## src/rtl/can_tx_framer.sv

```systemverilog
// CAN 2.0A standard data frame transmitter: one bus bit per clock, with CRC-15,
// bit stuffing, a modelled ACK slot and the bit_chk/ack qualifier strobes.
module can_tx_framer #(
  parameter bit          ACK_DRIVE = 1'b1,
  parameter int unsigned IFS_BITS  = 3
) (
  input  logic        clock,
  input  logic        reset,
  input  logic        start,
  input  logic [10:0] id,
  input  logic [3:0]  dlc,
  input  logic [63:0] data,
  output logic        ready,
  output logic        tx_bit,
  output logic        bit_chk,
  output logic        ack,
  output logic        done,
  output logic [14:0] crc_out
);

  typedef enum logic [3:0] {
    IDLE, SOF, ARB, CTRL, DATA, CRC, CRC_DELIM, ACK_SLOT, ACK_DELIM, EOF, IFS
  } state_t;

  state_t      state, state_d, field_next;
  logic [6:0]  cnt, cnt_d;
  logic [2:0]  run, run_d;
  logic        last_bit, last_d;
  logic [14:0] crc, crc_d;
  logic [10:0] id_q;
  logic [3:0]  dlc_q;
  logic [63:0] data_q;

  logic        tx_d, chk_d, ack_d, done_d, ready_d;
  logic [14:0] crc_out_d;
  logic        accept, field_bit, field_end, advance, stuff_region, stuff_now;
  logic [6:0]  data_bits;
  logic [3:0]  arb_idx, crc_idx;
  logic [5:0]  data_idx;

  assign data_bits = dlc_q[3] ? 7'd64 : {1'b0, dlc_q[2:0], 3'b000};
  assign arb_idx   = 4'd10 - cnt[3:0];
  assign data_idx  = 6'd63 - cnt[5:0];
  assign crc_idx   = 4'd14 - cnt[3:0];
  assign accept    = (state == IDLE) && ready && start;

  // Field decode: the unstuffed bit for the current state/counter and where the field ends.
  always_comb begin
    field_bit  = 1'b1;
    field_end  = 1'b0;
    field_next = state;
    case (state)
      SOF: begin
        field_bit  = 1'b0;
        field_end  = 1'b1;
        field_next = ARB;
      end
      ARB: begin
        field_bit  = (cnt == 7'd11) ? 1'b0 : id_q[arb_idx];
        field_end  = (cnt == 7'd11);
        field_next = CTRL;
      end
      CTRL: begin
        case (cnt[2:0])
          3'd2:    field_bit = dlc_q[3];
          3'd3:    field_bit = dlc_q[2];
          3'd4:    field_bit = dlc_q[1];
          3'd5:    field_bit = dlc_q[0];
          default: field_bit = 1'b0;
        endcase
        field_end  = (cnt == 7'd5);
        field_next = (data_bits == 7'd0) ? CRC : DATA;
      end
      DATA: begin
        field_bit  = data_q[data_idx];
        field_end  = (cnt == data_bits - 7'd1);
        field_next = CRC;
      end
      CRC: begin
        field_bit  = crc[crc_idx];
        field_end  = (cnt == 7'd14);
        field_next = CRC_DELIM;
      end
      CRC_DELIM: begin
        field_end  = 1'b1;
        field_next = ACK_SLOT;
      end
      ACK_SLOT: begin
        field_bit  = ~ACK_DRIVE;
        field_end  = 1'b1;
        field_next = ACK_DELIM;
      end
      ACK_DELIM: begin
        field_end  = 1'b1;
        field_next = EOF;
      end
      EOF: begin
        field_end  = (cnt == 7'd6);
        field_next = IFS;
      end
      IFS: begin
        field_end  = (cnt == 7'(IFS_BITS - 1));
        field_next = IDLE;
      end
      default: begin
        field_bit  = 1'b1;
        field_end  = 1'b0;
        field_next = IDLE;
      end
    endcase
  end

  // Next-state, stuffing, CRC and registered-output values.
  // A stuff bit owed after the last CRC bit is emitted while sitting in CRC_DELIM
  // (run==5 is only reachable there straight out of the CRC field).
  always_comb begin
    state_d   = state;
    cnt_d     = cnt;
    run_d     = run;
    last_d    = last_bit;
    crc_d     = crc;
    tx_d      = 1'b1;
    chk_d     = 1'b0;
    ack_d     = 1'b0;
    done_d    = 1'b0;
    ready_d   = ready;
    crc_out_d = crc_out;
    advance   = 1'b0;
    stuff_region = (state inside {SOF, ARB, CTRL, DATA, CRC}) ||
                   ((state == CRC_DELIM) && (run == 3'd5));
    stuff_now    = stuff_region && (run == 3'd5);

    if (state == IDLE) begin
      ready_d = 1'b1;
      if (accept) begin
        ready_d = 1'b0;
        state_d = SOF;
        cnt_d   = '0;
        run_d   = '0;
        crc_d   = '0;
      end
    end else if (stuff_now) begin
      tx_d   = ~last_bit;
      chk_d  = 1'b1;
      run_d  = 3'd1;
      last_d = ~last_bit;
    end else begin
      tx_d    = field_bit;
      chk_d   = stuff_region;
      advance = 1'b1;
      if (stuff_region) begin
        run_d  = ((run != 3'd0) && (field_bit == last_bit)) ? run + 3'd1 : 3'd1;
        last_d = field_bit;
      end
    end

    if (advance) begin
      if (state inside {SOF, ARB, CTRL, DATA})
        crc_d = {crc[13:0], 1'b0} ^ ((field_bit ^ crc[14]) ? 15'h4599 : 15'h0000);
      if (field_end) begin
        state_d = field_next;
        cnt_d   = '0;
      end else begin
        cnt_d = cnt + 7'd1;
      end
      ack_d  = (state == CRC_DELIM);
      done_d = (state == IFS) && field_end;
    end

    if (state == CRC)
      crc_out_d = crc;
  end

  // State, counters and registered outputs.
  always_ff @(posedge clock or negedge reset) begin
    if (!reset) begin
      state    <= IDLE;
      cnt      <= '0;
      run      <= '0;
      last_bit <= 1'b1;
      crc      <= '0;
      tx_bit   <= 1'b1;
      bit_chk  <= 1'b0;
      ack      <= 1'b0;
      done     <= 1'b0;
      ready    <= 1'b1;
      crc_out  <= '0;
    end else begin
      state    <= state_d;
      cnt      <= cnt_d;
      run      <= run_d;
      last_bit <= last_d;
      crc      <= crc_d;
      tx_bit   <= tx_d;
      bit_chk  <= chk_d;
      ack      <= ack_d;
      done     <= done_d;
      ready    <= ready_d;
      crc_out  <= crc_out_d;
    end
  end

  // Frame contents captured on an accepted start.
  always_ff @(posedge clock or negedge reset) begin
    if (!reset) begin
      id_q   <= '0;
      dlc_q  <= '0;
      data_q <= '0;
    end else if (accept) begin
      id_q   <= id;
      dlc_q  <= dlc;
      data_q <= data;
    end
  end

endmodule

```

## config.mk

```make
export PLATFORM = sky130hd
export DESIGN_NAME = can_tx_framer
export DESIGN_NICKNAME = d
export VERILOG_FILES = /design/src/rtl/can_tx_framer.sv
export SDC_FILE = /design/constraint.sdc
export NUM_CORES = 1
export LEC_CHECK = 0
export BUFFER_PORTS_ARGS = -buffer_cell sky130_fd_sc_hd__buf_2
export CORE_MARGIN = 10
export CORE_UTILIZATION = 35
export DETAILED_ROUTE_END_ITERATION = 16
export PLACE_DENSITY = 0.59
export SLEW_MARGIN = 25
export SYNTH_ARGS = -nofsm -noshare
export SYNTH_HDL_FRONTEND = slang
export SYNTH_SLANG_ARGS = --single-unit
```

## constraint.sdc

```tcl
create_clock -name clock -period 7.2 [get_ports clock]
set_input_delay 1.08 -clock clock [delete_from_list [all_inputs] [get_ports clock]]
set_output_delay 1.08 -clock clock [all_outputs]
set_load 0.01 [all_outputs]
```

# == Word-level counts from Yosys, hierarchy flattened ==
# Cells that the tools add are included.
# totals
ff_bits,129
inputBits,82
# op_classes
n_addsub,6
order_cmp,3
n_eq_ne,23
mux,42
bitwise,4
n_reduce_logical,21
# op_table
op,count
two-way mux 15 bit,5
one-hot mux 4 bit (9 select lines),1
two-way mux 7 bit,5
== test 4 x 3 -> 1 bit (second input constant),4
two-way mux 1 bit,16
two-way mux 4 bit,4
two-way mux 3 bit,5
bitwise XOR 15 bit,1
== test 7 x 3 -> 1 bit (second input constant),2
== test 7 x 4 -> 1 bit (second input constant),2
== test 4 bit (second input constant),3
< comparator 4 x 5 -> 1 bit (second input constant),2
== test 3 bit (second input constant),3
binary-select mux 1 bit (select 4 bit),2
== test 4 x 2 -> 1 bit (second input constant),2
subtractor 4 bit (first input constant),2
adder 7 x 1 -> 7 bit (second input constant),1
== test 7 x 2 -> 1 bit (second input constant),1
== test 7 bit,1
zero test 7 bit,1
< comparator 6 x 7 -> 1 bit (second input constant),1
one-hot mux 1 bit (7 select lines),1
subtractor 7 x 1 -> 7 bit (second input constant),1
binary-select mux 1 bit (select 6 bit),1
other kinds (20),32

# == Depth between registers and ports, before layout ==
# Gate-level depths: netlist of run 1.
# logic_depth
depth_word,11
depth_mapped,15
depth_no_buf,9

# == Worst setup path before layout of run 1 ==
# OpenSTA, ideal clock, no wires.
# synth_path
path_kind,register -> register
start,register cnt[0]
end,register crc[10]
setup_time_ns,0.121
arrival_time_ns,3.236
required_ns,7.079
slack_ns,3.843
stages_incl_launch_ff,16
path_buffers,6
synth_period_minus_slack_ns,3.357
path_cell_list,dfrtp_1 -> buf_6 -> buf_12 -> buf_4 -> buf_2 -> inv_1 -> ha_1 -> clkbuf_1 -> mux4_1 -> mux2_2 -> nand3_1 -> o2111ai_1 -> and4bb_4 -> buf_12 -> xnor3_1 -> a22o_1
# synth_between
elab_chain_cells,10
# synth_lines
element,line_no,rtl
start: declaration,26,"logic [6:0] cnt, cnt_d;"
start signal: assignment,190,cnt <= cnt_d;
branches (longest 4 deep; another with subtractor 6 bit),-,
one-hot mux 1 bit (5 select lines) (*),52,case (state)
bitwise XOR 1 bit (*),159,"crc_d = {crc[13:0], 1'b0} ^ ((field_bit ^ crc[14]) ? 15'h4599 : 15'h0000);"
two-way mux 15 bit (*),159,
bitwise XOR 15 bit (*),159,
two-way mux 15 bit (*),158,"if (state inside {SOF, ARB, CTRL, DATA})"
two-way mux 15 bit (*),157,if (advance) begin
named net crc_d[10],29,"logic [14:0] crc, crc_d;"
end signal: assignment,193,crc <= crc_d;
end: declaration,29,
# Mark *: on every way through the listed nets, which the timed path passes. The select of a mux whose other input is x is not followed.
# A chain may end at the register's enable or synchronous reset.

# == Worst setup path in the final report of run 1 ==
# layout_path
start,register cnt[1]
end,register crc[10]
# Same word-level chain as after synthesis.

==> results of run 1 <==
-- final cells by class --
| class | count | area [sq um] | share of cell area |
|---|---|---|---|
| tap | 234 | 293 | 0.0371 |
| inverter | 7 | 26.3 | 0.00333 |
| clock buffer | 18 | 439 | 0.0557 |
| timing repair buffer | 107 | 557 | 0.0706 |
| clock inverter | 14 | 140 | 0.0178 |
| sequential | 129 | 3230 | 0.410 |
| multi-input combinational | 504 | 3200 | 0.405 |
-- logic make-up after synthesis --
logic type | count (synthesis)
and+or+nand+nor | 372
DFF | 129
AOI/OAI and AO/OA | 57
muxes | 51
buffers and inverters | 50
xor gates and xnor gates | 14
adders and majority gates | 10
-- power by group through the flow --
stage               Combinational (mW)  Clock [mW]  Sequential [mW]
floorplan                     0.000493           0            0.738
global placement                0.0379           0            0.738
detailed placement              0.0379           0            0.738
CTS                             0.0382       0.862            0.725
global route                    0.0423       0.894            0.725
finish                          0.0367       0.841            0.725
-- cell usage in the layout (no fill, tap or decap), types with 4 or more instances in the layout --
cell / count
nor2b_1: 7
mux2i_1: 10
a22o_1: 6
nor3_1: 7
nor3b_1: 4
o22ai_1: 4
inv_1: 7
mux4_1: 15
o21ai_0: 10
clkinv_2: 6
a21oi_1: 9
buf_4: 6
nand2_1: 275
nor4_1: 7
xor2_1: 6
nand2b_1: 8
xnor3_1: 5
and2_1: 4
mux4_2: 6
a31oi_1: 4
nand3_1: 20
and3_1: 5
mux2_2: 19
ha_1: 10
buf_2: 100
dfrtp_1: 125
nor2_1: 16
clkbuf_16: 17
-- worst register-to-register path: stages (launching register included) --
cell and delay (ns):
dfrtp_1 0.98, inv_1 0.20, ha_1 0.60, mux4_1 0.37, mux2_2 0.28, nand3_1 0.08, o2111ai_1 0.08, and4bb_4 0.46
xnor3_1 0.26, a22o_1 0.19
-- layer usage --
layer	track usage	vias to the layer above	share of wire
met1	0.180	2361	0.48
met3	0.0355	18	0.041
li1	-	2492	-
met5	0	-	0
met2	0.207	108	0.46
met4	0.0601	0	0.018
-- sequential cells by signal, summed over array words and instances (netlist names) --
register and cells:
data_q 64, crc 15, crc_out 15, id_q 11, cnt 7, dlc_q 4, state 4, run 3
ack 1, bit_chk 1, done 1, last_bit 1, ready 1, tx_bit 1
-- worst paths after layout --
| check | start | end | slack (ns) | depth (start not counted) |
|---|---|---|---|---|
| min | data_q[62] | data_q[62] | 0.46 | 2 |
| max reg2reg | cnt[1] | crc[10] | 3.58 | 9 |
| min reg2reg | data_q[62] | data_q[62] | 0.46 | 2 |
| max | cnt[1] | crc[10] | 3.58 | 9 |
| min in group asynchronous | reset | data_q[26] | 0.69 | 1 |
| max in group asynchronous | reset | run[2] | 5.43 | 2 |
==> flow_metrics.py, run 1 <==
metrics = {
    "route": {
        "first_pass_iters": 5,
        "wirelength_mm": 16.2,
        "vias": 4979,
        "drtIter0Drc": 328,
        "viasPerCell": 4.92,
        "drcViolationCount": 0,
        "ant_nets": 0,
        "wl_per_cell_um": 16.0,
    },
    "power": {
        "intPower_mw": 1.26,
        "p_total_mw": 1.60,
        "ir_worst_vdd_mv": 0.160,
        "power_frac_seq": 0.453,
        "combPwrFrac": 0.023,
        "pwr-share-clk": 0.525,
        "p_leak_nw": 4.03,
        "switching_share": 0.215,
        "power-per-cell-area_nw_per_um2": 203,
        "switchingPower_mw": 0.345,
    },
    "timing": {
        "layout_setup_ws_ns": 3.58,
        "fin_skew_ns": 0.0102,
        "slew_violations": 0,
        "finalSetupViolCount": 0,
        "hold_viol": 0,
        "fin_crit_sh": 0.502,
        "worst_slew_pin_slew_ns": 0.973,
        "fmax_ghz": 0.276,
        "max_slew_margin": 0.351,
        "min_period_ns": 3.62,
        "whs_ns": 0.464,
        "rsz0062_at_grt": "no",
        "final.setup.tns_ns": 0,
    },
    "critical_path": {
        "crit_chain": "inv_1 -> ha_1 -> mux4_1 -> mux2_2 -> nand3_1 -> o2111ai_1 -> and4bb_4 -> xnor3_1 -> a22o_1",
        "worst-path-max-fanout": 26,
        "critPathMaxStageDelay_ns": 0.98,
        "critical_path_class": "reg2reg",
        "path_buf_inv": 1,
        "arrival_ns": 3.92,
        "end_kind": "flop",
        "cp_slowest_cell": "dfrtp_1",
        "cp.required_ns": 7.51,
        "crit_family": "flip-flops",
        "cp-start-kind": "flop",
    },
    "cells_and_area": {
        "drive_gt1_frac": 0.228,
        "antenna_cells": 0,
        "instances_no_fill": 1013,
        "fin_nets": 858,
        "fill_cells": 1774,
        "utilization": 0.422,
        "final_area_sq_um": 7890,
        "area_growth_pct": 18.5,
    },
    "synthesis": {
        "synthTopCellsByCount": "275 x nand2_1, 126 x dfrtp_1, 32 x clkbuf_1, 20 x nand3_1, 19 x mux2_2",
        "synth_top_family_by_area": "simple AND/OR/NAND/NOR gates",
        "synth_cell_types": 63,
        "synth_xor_xnor_area_share": 0.0288,
        "synth_warnings": 0,
        "synth_edf_count": 0,
        "syn_inst": 683,
        "synth.area.top_cells": "dfrtp_1 47%, nand2_1 16%, mux4_1 5.9%",
        "yosys.area.top_type": "dfrtp_1",
        "yosys.area_share.simple": 0.242,
        "synthesis.area_sq_um": 6660,
        "synth_most_common_cell": "nand2_1",
        "async_flop_share": 1.00,
        "yosysSeqAreaShare": 0.486,
        "yosys.area.top_type_share": 0.474,
        "avgSynthCellArea_sq_um": 9.74,
        "ys_seq_elements": 129,
        "synth_nets": 775,
        "synth_adder_area_share": 0.0188,
        "synth_mux_area_frac": 0.129,
        "synth-compound-area-share": 0.0603,
        "ys.flop_type": "dfrtp_1",
    },
    "place": {
        "port_buffers": 101,
        "place_ws_ns": 3.60,
        "dp.cells": 981,
        "placed_area_sq_um": 7310,
        "gp_congestion": 0.830,
        "dp_hpwl_mm": 11.3,
    },
    "run_status": {
        "outcome": "complete, no violations",
    },
    "flow_run": {
        "drv_cap": 0,
    },
    "clock_network": {
        "cts-root-buf": "clkbuf_16",
        "cts_buffer_depth": 2,
        "cts_setup_buffers": 0,
        "cts_sinks": 129,
        "cts_resized": 0,
        "clk_pin_slew_worst_paths_ns": 0.06,
        "ctsHoldBuffers": 0,
        "cts_buffers": 17,
        "cts_tree": "done",
        "cts_max_level": 4,
        "insertion_delay_ns": 0.43,
    },
    "floorplanning": {
        "rows": 50,
        "die_h_um": 158,
        "core_area_sq_um": 18700,
        "io_pins": 102,
        "die_area_sq_um": 24900,
        "initial_core_util": 0.356,
        "die_w_um": 158,
    },
    "grt": {
        "grt_pass1_wl_mm": 26.8,
        "grt_overflow_total": 0,
        "grt_antenna_before_repair": 0,
        "grt_max_degree": 85,
        "track_usage": 0.137,
        "grt_pass1_vias": 5146,
    },
    "worst_hold_path": {
        "hold_path.class": "reg2reg",
    },
}
Note: power is estimated with default switching activity, not from simulation.
==> run 2, diff against run 1 <==
ABC_AREA = 1   (was default)
PLACE_DENSITY = 0.6   (was 0.59)
clock period = 3.2 ns   (was 7.2 ns; I/O delays follow)
==> run 2 against run 1 <==
Effect of this change: clock-buffer cell count rose by 3; clock power rose to 2.6 times the previous value; area after synthesis rose by 3.2%; highest routed layer unchanged; final cell count is 22% higher; critical endpoint unchanged; non-clock buffer count grew 5; flip-flop and latch count did not move; critical path depth increased by 6; core utilization rose by 0.33 points; design area increased by 4.5%.
==> flow_metrics.py, run 2 <==
metrics = {
    "critical_path": {
        "cp-start-kind": "flop",
        "cp_slowest_cell": "dfrtp_2",
        "crit_family": "simple AND/OR/NAND/NOR gates",
        "rrSetupSlack_ns": 0.37,
        "cp.required_ns": 3.51,
        "worst-path-max-fanout": 36,
        "r2r-start": "cnt[0]",
        "cp-endpoint": "crc[10]",
        "reg2regPathDepth": 15,
        "path_common_cell": "nand3_1",
        "critPathMaxStageDelay_ns": 0.63,
        "worstReg2RegEnd": "crc[10]",
        "crit_chain": "inv_6 -> ha_1 -> inv_1 -> a21oi_1 -> o21ai_0 -> nand3_1 -> nand3_1 -> nand2_1 -> nand2_1 -> nor2_8 -> nand3_2 -> nand3_1 -> nand3_1 -> nand2_1 -> inv_1",
        "startpoint": "cnt[0]",
        "critical_path_class": "reg2reg",
        "path_depth": 15,
        "path_buf_inv": 3,
        "arrival_ns": 3.13,
        "end_kind": "flop",
    },
    "timing": {
        "layout_setup_ws_ns": 0.373,
        "finalSetupViolCount": 0,
        "slew_violations": 0,
        "min_period_ns": 2.83,
        "max_slew_margin": 0.584,
        "final.setup.tns_ns": 0,
        "hold_viol": 0,
        "fmax_ghz": 0.354,
        "rsz0062_at_grt": "no",
        "fin_skew_ns": 0.00642,
        "fin_crit_sh": 0.884,
        "whs_ns": 0.0863,
        "worst_slew_pin_slew_ns": 0.624,
    },
    "route": {
        "wl_per_cell_um": 14.4,
        "drcViolationCount": 0,
        "ant_nets": 0,
        "viasPerCell": 4.65,
        "wirelength_mm": 17.8,
        "vias": 5752,
        "drtIter0Drc": 346,
        "first_pass_iters": 5,
    },
    "clock_network": {
        "ctsHoldBuffers": 0,
        "cts_tree": "done",
        "cts_setup_buffers": 0,
        "insertion_delay_ns": 0.41,
        "clk_pin_slew_worst_paths_ns": 0.05,
        "cts_buffer_depth": 2,
        "cts_max_level": 4,
        "cts_buffers": 17,
        "cts_resized": 0,
        "cts_sinks": 129,
        "cts-root-buf": "clkbuf_16",
    },
    "power": {
        "pwr-share-clk": 0.556,
        "ir_worst_vdd_mv": 0.322,
        "combPwrFrac": 0.022,
        "p_leak_nw": 4.15,
        "intPower_mw": 3.13,
        "switchingPower_mw": 0.745,
        "power-per-cell-area_nw_per_um2": 470,
        "power_frac_seq": 0.422,
        "switching_share": 0.193,
    },
    "synthesis": {
        "synth_nets": 961,
        "synth_warnings": 0,
        "synthTopCellsByCount": "254 x nand2_1, 126 x dfrtp_1, 109 x inv_1, 96 x o21ai_0, 86 x nand3_1",
        "avgSynthCellArea_sq_um": 7.90,
        "ys.flop_type": "dfrtp_1",
        "yosysSeqAreaShare": 0.471,
        "synth.area.top_cells": "dfrtp_1 46%, nand2_1 14%, o21ai_0 7.0%",
        "synthesis.area_sq_um": 6870,
        "synth_edf_count": 0,
        "yosys.area.top_type": "dfrtp_1",
        "synth_most_common_cell": "nand2_1",
        "async_flop_share": 1.00,
        "yosys.area.top_type_share": 0.459,
        "synth_cell_types": 37,
        "syn_inst": 869,
        "ys_seq_elements": 129,
    },
    "grt": {
        "grt_max_degree": 63,
        "grt_pass1_wl_mm": 30.4,
        "grt_pass1_vias": 5829,
        "grt_antenna_before_repair": 0,
        "track_usage": 0.144,
        "grt_overflow_total": 0,
    },
    "cells_and_area": {
        "fin_nets": 1051,
        "antenna_cells": 0,
        "reg_top3": "data_q (64), crc (15), crc_out (15)",
        "final_common_cell": "nand2_1",
        "area_growth_pct": 20.0,
        "largest_register_ffs": 64,
        "multi_input_area_sq_um": 2900,
        "mostFrequentLayoutCells": "254 x nand2_1, 125 x dfrtp_1, 108 x inv_1",
        "regMostFlops": "data_q",
        "fill_cells": 2034,
        "drive_gt1_frac": 0.199,
        "seq_area_sq_um": 3230,
    },
    "floorplanning": {
        "rows": 51,
        "core_area_sq_um": 19400,
        "initial_core_util": 0.354,
        "die_area_sq_um": 25600,
        "die_w_um": 160,
        "die_h_um": 160,
        "io_pins": 102,
    },
    "worst_hold_path": {
        "hold_path.class": "in2async",
    },
    "place": {
        "dp_hpwl_mm": 12.9,
        "port_buffers": 101,
        "place_ws_ns": 0.381,
        "gp_congestion": 0.858,
    },
    "run_status": {
        "outcome": "complete, no violations",
    },
    "flow_run": {
        "drv_cap": 0,
    },
}
## run 2: layout make-up
class	instances	share of cell area
multi-input cells	577	0.352
well taps	265	0.0402
inverters	122	0.0574
clock inverters	10	0.0219
clock buffers	21	0.0583
repair buffers	112	0.0777
flip-flops and latches	129	0.392
## run 2: stage by stage
step                 util  instance area [sq um]  total power [mW]  instances
CTS                 0.425                   8240              3.92       1236
detailed placement  0.391                   7580              1.75       1205
global route        0.425                   8240              4.02       1236
floorplan               -                   6870              1.66        869
finish              0.425                   8240              3.87       1236
global placement    0.391                   7580              1.75       1205
## run 2: logic make-up after synthesis
logic type,share of synthesized area
AOI/OAI and AO/OA,0.126
xor gates and xnor gates,0.0140
adders and majority gates,0.0182
buffers and inverters,0.107
DFF,0.471
and+or+nand+nor,0.264
## run 2: worst min path at each step
stage          slack [ns]    endpoint        from
5_1_grt              0.11  data_q[55]       reset
2_1_floorplan        0.18         ack       reset
6_report             0.09  data_q[55]       reset
3_3_place_gp         0.47  crc_out[2]  crc_out[2]
3_5_place_dp         0.47  data_q[15]  data_q[15]
4_1_cts               0.1  data_q[55]       reset
## run 2: routing by layer
metal	GRT usage	vias up	routed length [um]
met5	0	-	0
li1	-	2939	-
met1	0.193	2670	8640
met2	0.224	125	8200
met3	0.0344	18	714
met4	0.0492	0	295
## run 2: power by group through the flow
stage,registers (mW),clock network [mW],logic (mW)
after CTS,1.63,2.20,0.0891
after floorplan,1.66,0,0.00000145
after global placement,1.66,0,0.0884
final,1.63,2.15,0.0853
after detailed placement,1.66,0,0.0887
after global routing,1.63,2.29,0.0981
==> run 3, diff against run 2 <==
--- a/config.mk
+++ b/config.mk
@@ -11,5 +11,5 @@
 export CORE_UTILIZATION = 35
 export DETAILED_ROUTE_END_ITERATION = 16
-export PLACE_DENSITY = 0.6
+export PLACE_DENSITY = 0.66
 export SLEW_MARGIN = 25
 export SYNTH_ARGS = -nofsm -noshare
==> constraint.sdc (replaced) <==
create_clock -name clock -period 3.2 [get_ports clock]
set_input_delay 0.48 -clock clock [delete_from_list [all_inputs] [get_ports clock]]
set_output_delay 0.48 -clock clock [all_outputs]
set_load 0.1 [all_outputs]
==> run 3 against run 2 <==
Effect of this change: worst hold slack got worse by 0.043 ns; final cell count barely moved; global-route usage fell by 0.44 points; setup slack improved by 0.11 ns; register-to-register slack improved by 0.11 ns; combinational power rose by 0.7%; die area did not move; critical path depth did not move; flip-flop and latch count did not move; routed wire length fell by 1.1%; first-iteration DRC count rose by 14%; sequential power barely moved; highest routed layer unchanged.
==> flow_metrics.py, run 3 (same netlist as run 2, synthesis figures left out) <==
metrics = {
    "critical_path": {
        "end_kind": "flop",
        "cp-start-kind": "flop",
        "critPathMaxStageDelay_ns": 0.61,
        "worst-path-max-fanout": 11,
        "path_buf_inv": 3,
        "cp.required_ns": 3.52,
        "critical_path_class": "reg2reg",
        "r2r-start": "cnt[1]",
        "rrSetupSlack_ns": 0.48,
        "crit_chain": "inv_2 -> ha_1 -> inv_1 -> a21oi_1 -> o21ai_0 -> nand3_1 -> nand3_1 -> nand2_1 -> nand2_1 -> nor2_8 -> nand3_2 -> nand3_1 -> nand3_1 -> nand2_1 -> inv_1",
        "cp_slowest_cell": "dfrtp_1",
        "crit_family": "simple AND/OR/NAND/NOR gates",
        "arrival_ns": 3.04,
        "worstReg2RegEnd": "crc[8]",
        "reg2regPathDepth": 15,
        "path_common_cell": "nand3_1",
    },
    "place": {
        "place_ws_ns": 0.513,
        "dp_hpwl_mm": 12.6,
        "gp_congestion": 0.888,
        "port_buffers": 101,
        "dp.cells": 1203,
    },
    "clock_network": {
        "clk_pin_slew_worst_paths_ns": 0.06,
        "cts_resized": 0,
        "cts_buffer_depth": 2,
        "ctsHoldBuffers": 0,
        "cts_max_level": 4,
        "cts_tree": "done",
        "cts_sinks": 129,
        "cts_buffers": 17,
        "insertion_delay_ns": 0.42,
        "cts-root-buf": "clkbuf_16",
        "cts_setup_buffers": 0,
    },
    "timing": {
        "worst_slew_pin_slew_ns": 0.566,
        "whs_ns": 0.0430,
        "max_slew_margin": 0.623,
        "finalSetupViolCount": 0,
        "min_period_ns": 2.72,
        "fin_crit_sh": 0.850,
        "hold_viol": 0,
        "fmax_ghz": 0.367,
        "layout_setup_ws_ns": 0.479,
        "rsz0062_at_grt": "no",
        "fin_skew_ns": 0.00774,
        "final.setup.tns_ns": 0,
        "slew_violations": 0,
    },
    "run_status": {
        "outcome": "complete, no violations",
    },
    "floorplanning": {
        "initial_core_util": 0.354,
        "die_area_sq_um": 25600,
        "core_area_sq_um": 19400,
        "die_w_um": 160,
        "die_h_um": 160,
        "rows": 51,
        "io_pins": 102,
    },
    "cells_and_area": {
        "utilization": 0.419,
        "fin_nets": 1049,
        "largest_register_ffs": 64,
        "mostFrequentLayoutCells": "254 x nand2_1, 125 x dfrtp_1, 108 x inv_1",
        "area_growth_pct": 18.2,
        "instances_no_fill": 1235,
        "final_common_cell": "nand2_1",
        "regMostFlops": "data_q",
        "reg_top3": "data_q (64), crc (15), crc_out (15)",
        "antenna_cells": 0,
        "fill_cells": 2015,
        "drive_gt1_frac": 0.197,
    },
    "route": {
        "viasPerCell": 4.65,
        "vias": 5746,
        "drtIter0Drc": 396,
        "wl_per_cell_um": 14.3,
        "first_pass_iters": 5,
        "wirelength_mm": 17.6,
        "drcViolationCount": 0,
        "ant_nets": 0,
    },
    "grt": {
        "grt_overflow_total": 0,
        "track_usage": 0.140,
        "grt_pass1_wl_mm": 29.8,
        "grt_antenna_before_repair": 0,
        "grt_pass1_vias": 5883,
        "grt_max_degree": 116,
    },
    "power": {
        "power-per-cell-area_nw_per_um2": 446,
        "ir_worst_vdd_mv": 0.369,
        "p_leak_nw": 4.09,
    },
    "worst_hold_path": {
        "hold_path.class": "in2async",
    },
    "flow_run": {
        "drv_cap": 0,
    },
}
## run 3: metal layers
| metal | global-route usage | share of wire |
|---|---|---|
| met4 | 0.0513 | 0.016 |
| met3 | 0.0316 | 0.043 |
| met5 | 0 | 0 |
| met2 | 0.226 | 0.48 |
| met1 | 0.180 | 0.46 |
## run 3: how the worst max path moves through the flow
stage / from / endpoint / slack, ns / depth (start not counted)
final: cnt[1] / crc[8] / 0.48 / 15
after global routing: cnt[1] / crc[4] / 0.15 / 15
after CTS: cnt[1] / crc[8] / 0.49 / 15
after detailed placement: cnt[1] / crc[4] / 0.51 / 15
after global placement: cnt[1] / crc[3] / 0.63 / 15
after floorplan: cnt[0] / crc[14] / 0.82 / 18
## run 3: cell type report
type	count	area (sq um)	area share
Sequential cell	129	3230	0.398
Multi-Input combinational cell	577	2900	0.357
Timing Repair Buffer	110	601	0.0740
Inverter	122	473	0.0583
Clock buffer	19	443	0.0546
Tap cell	265	332	0.0408
Clock inverter	13	136	0.0168
## run 3: worst register-to-register path, stage by stage (launching register included)
cell and delay [ns]:
dfrtp_1 0.61, inv_2 0.07, ha_1 0.48, inv_1 0.20
a21oi_1 0.14, o21ai_0 0.09, nand3_1 0.11, nand3_1 0.07
nand2_1 0.08, nand2_1 0.12, nor2_8 0.16, nand3_2 0.17
nand3_1 0.13, nand3_1 0.08, nand2_1 0.07, inv_1 0.04
## run 3: where the power goes
part / internal (mW) / switching [mW]
combinational: 0.0377 / 0.0482
sequential: 1.63 / 0
clock: 1.16 / 0.739
total: 2.83 / 0.787
## run 3: stage by stage
step / instance area (sq um) / power, mW
global placement: 7540 / 1.75
floorplan: 6870 / 1.66
finish: 8120 / 3.62
detailed placement: 7540 / 1.75
global route: 8120 / 3.73
CTS: 8120 / 3.65
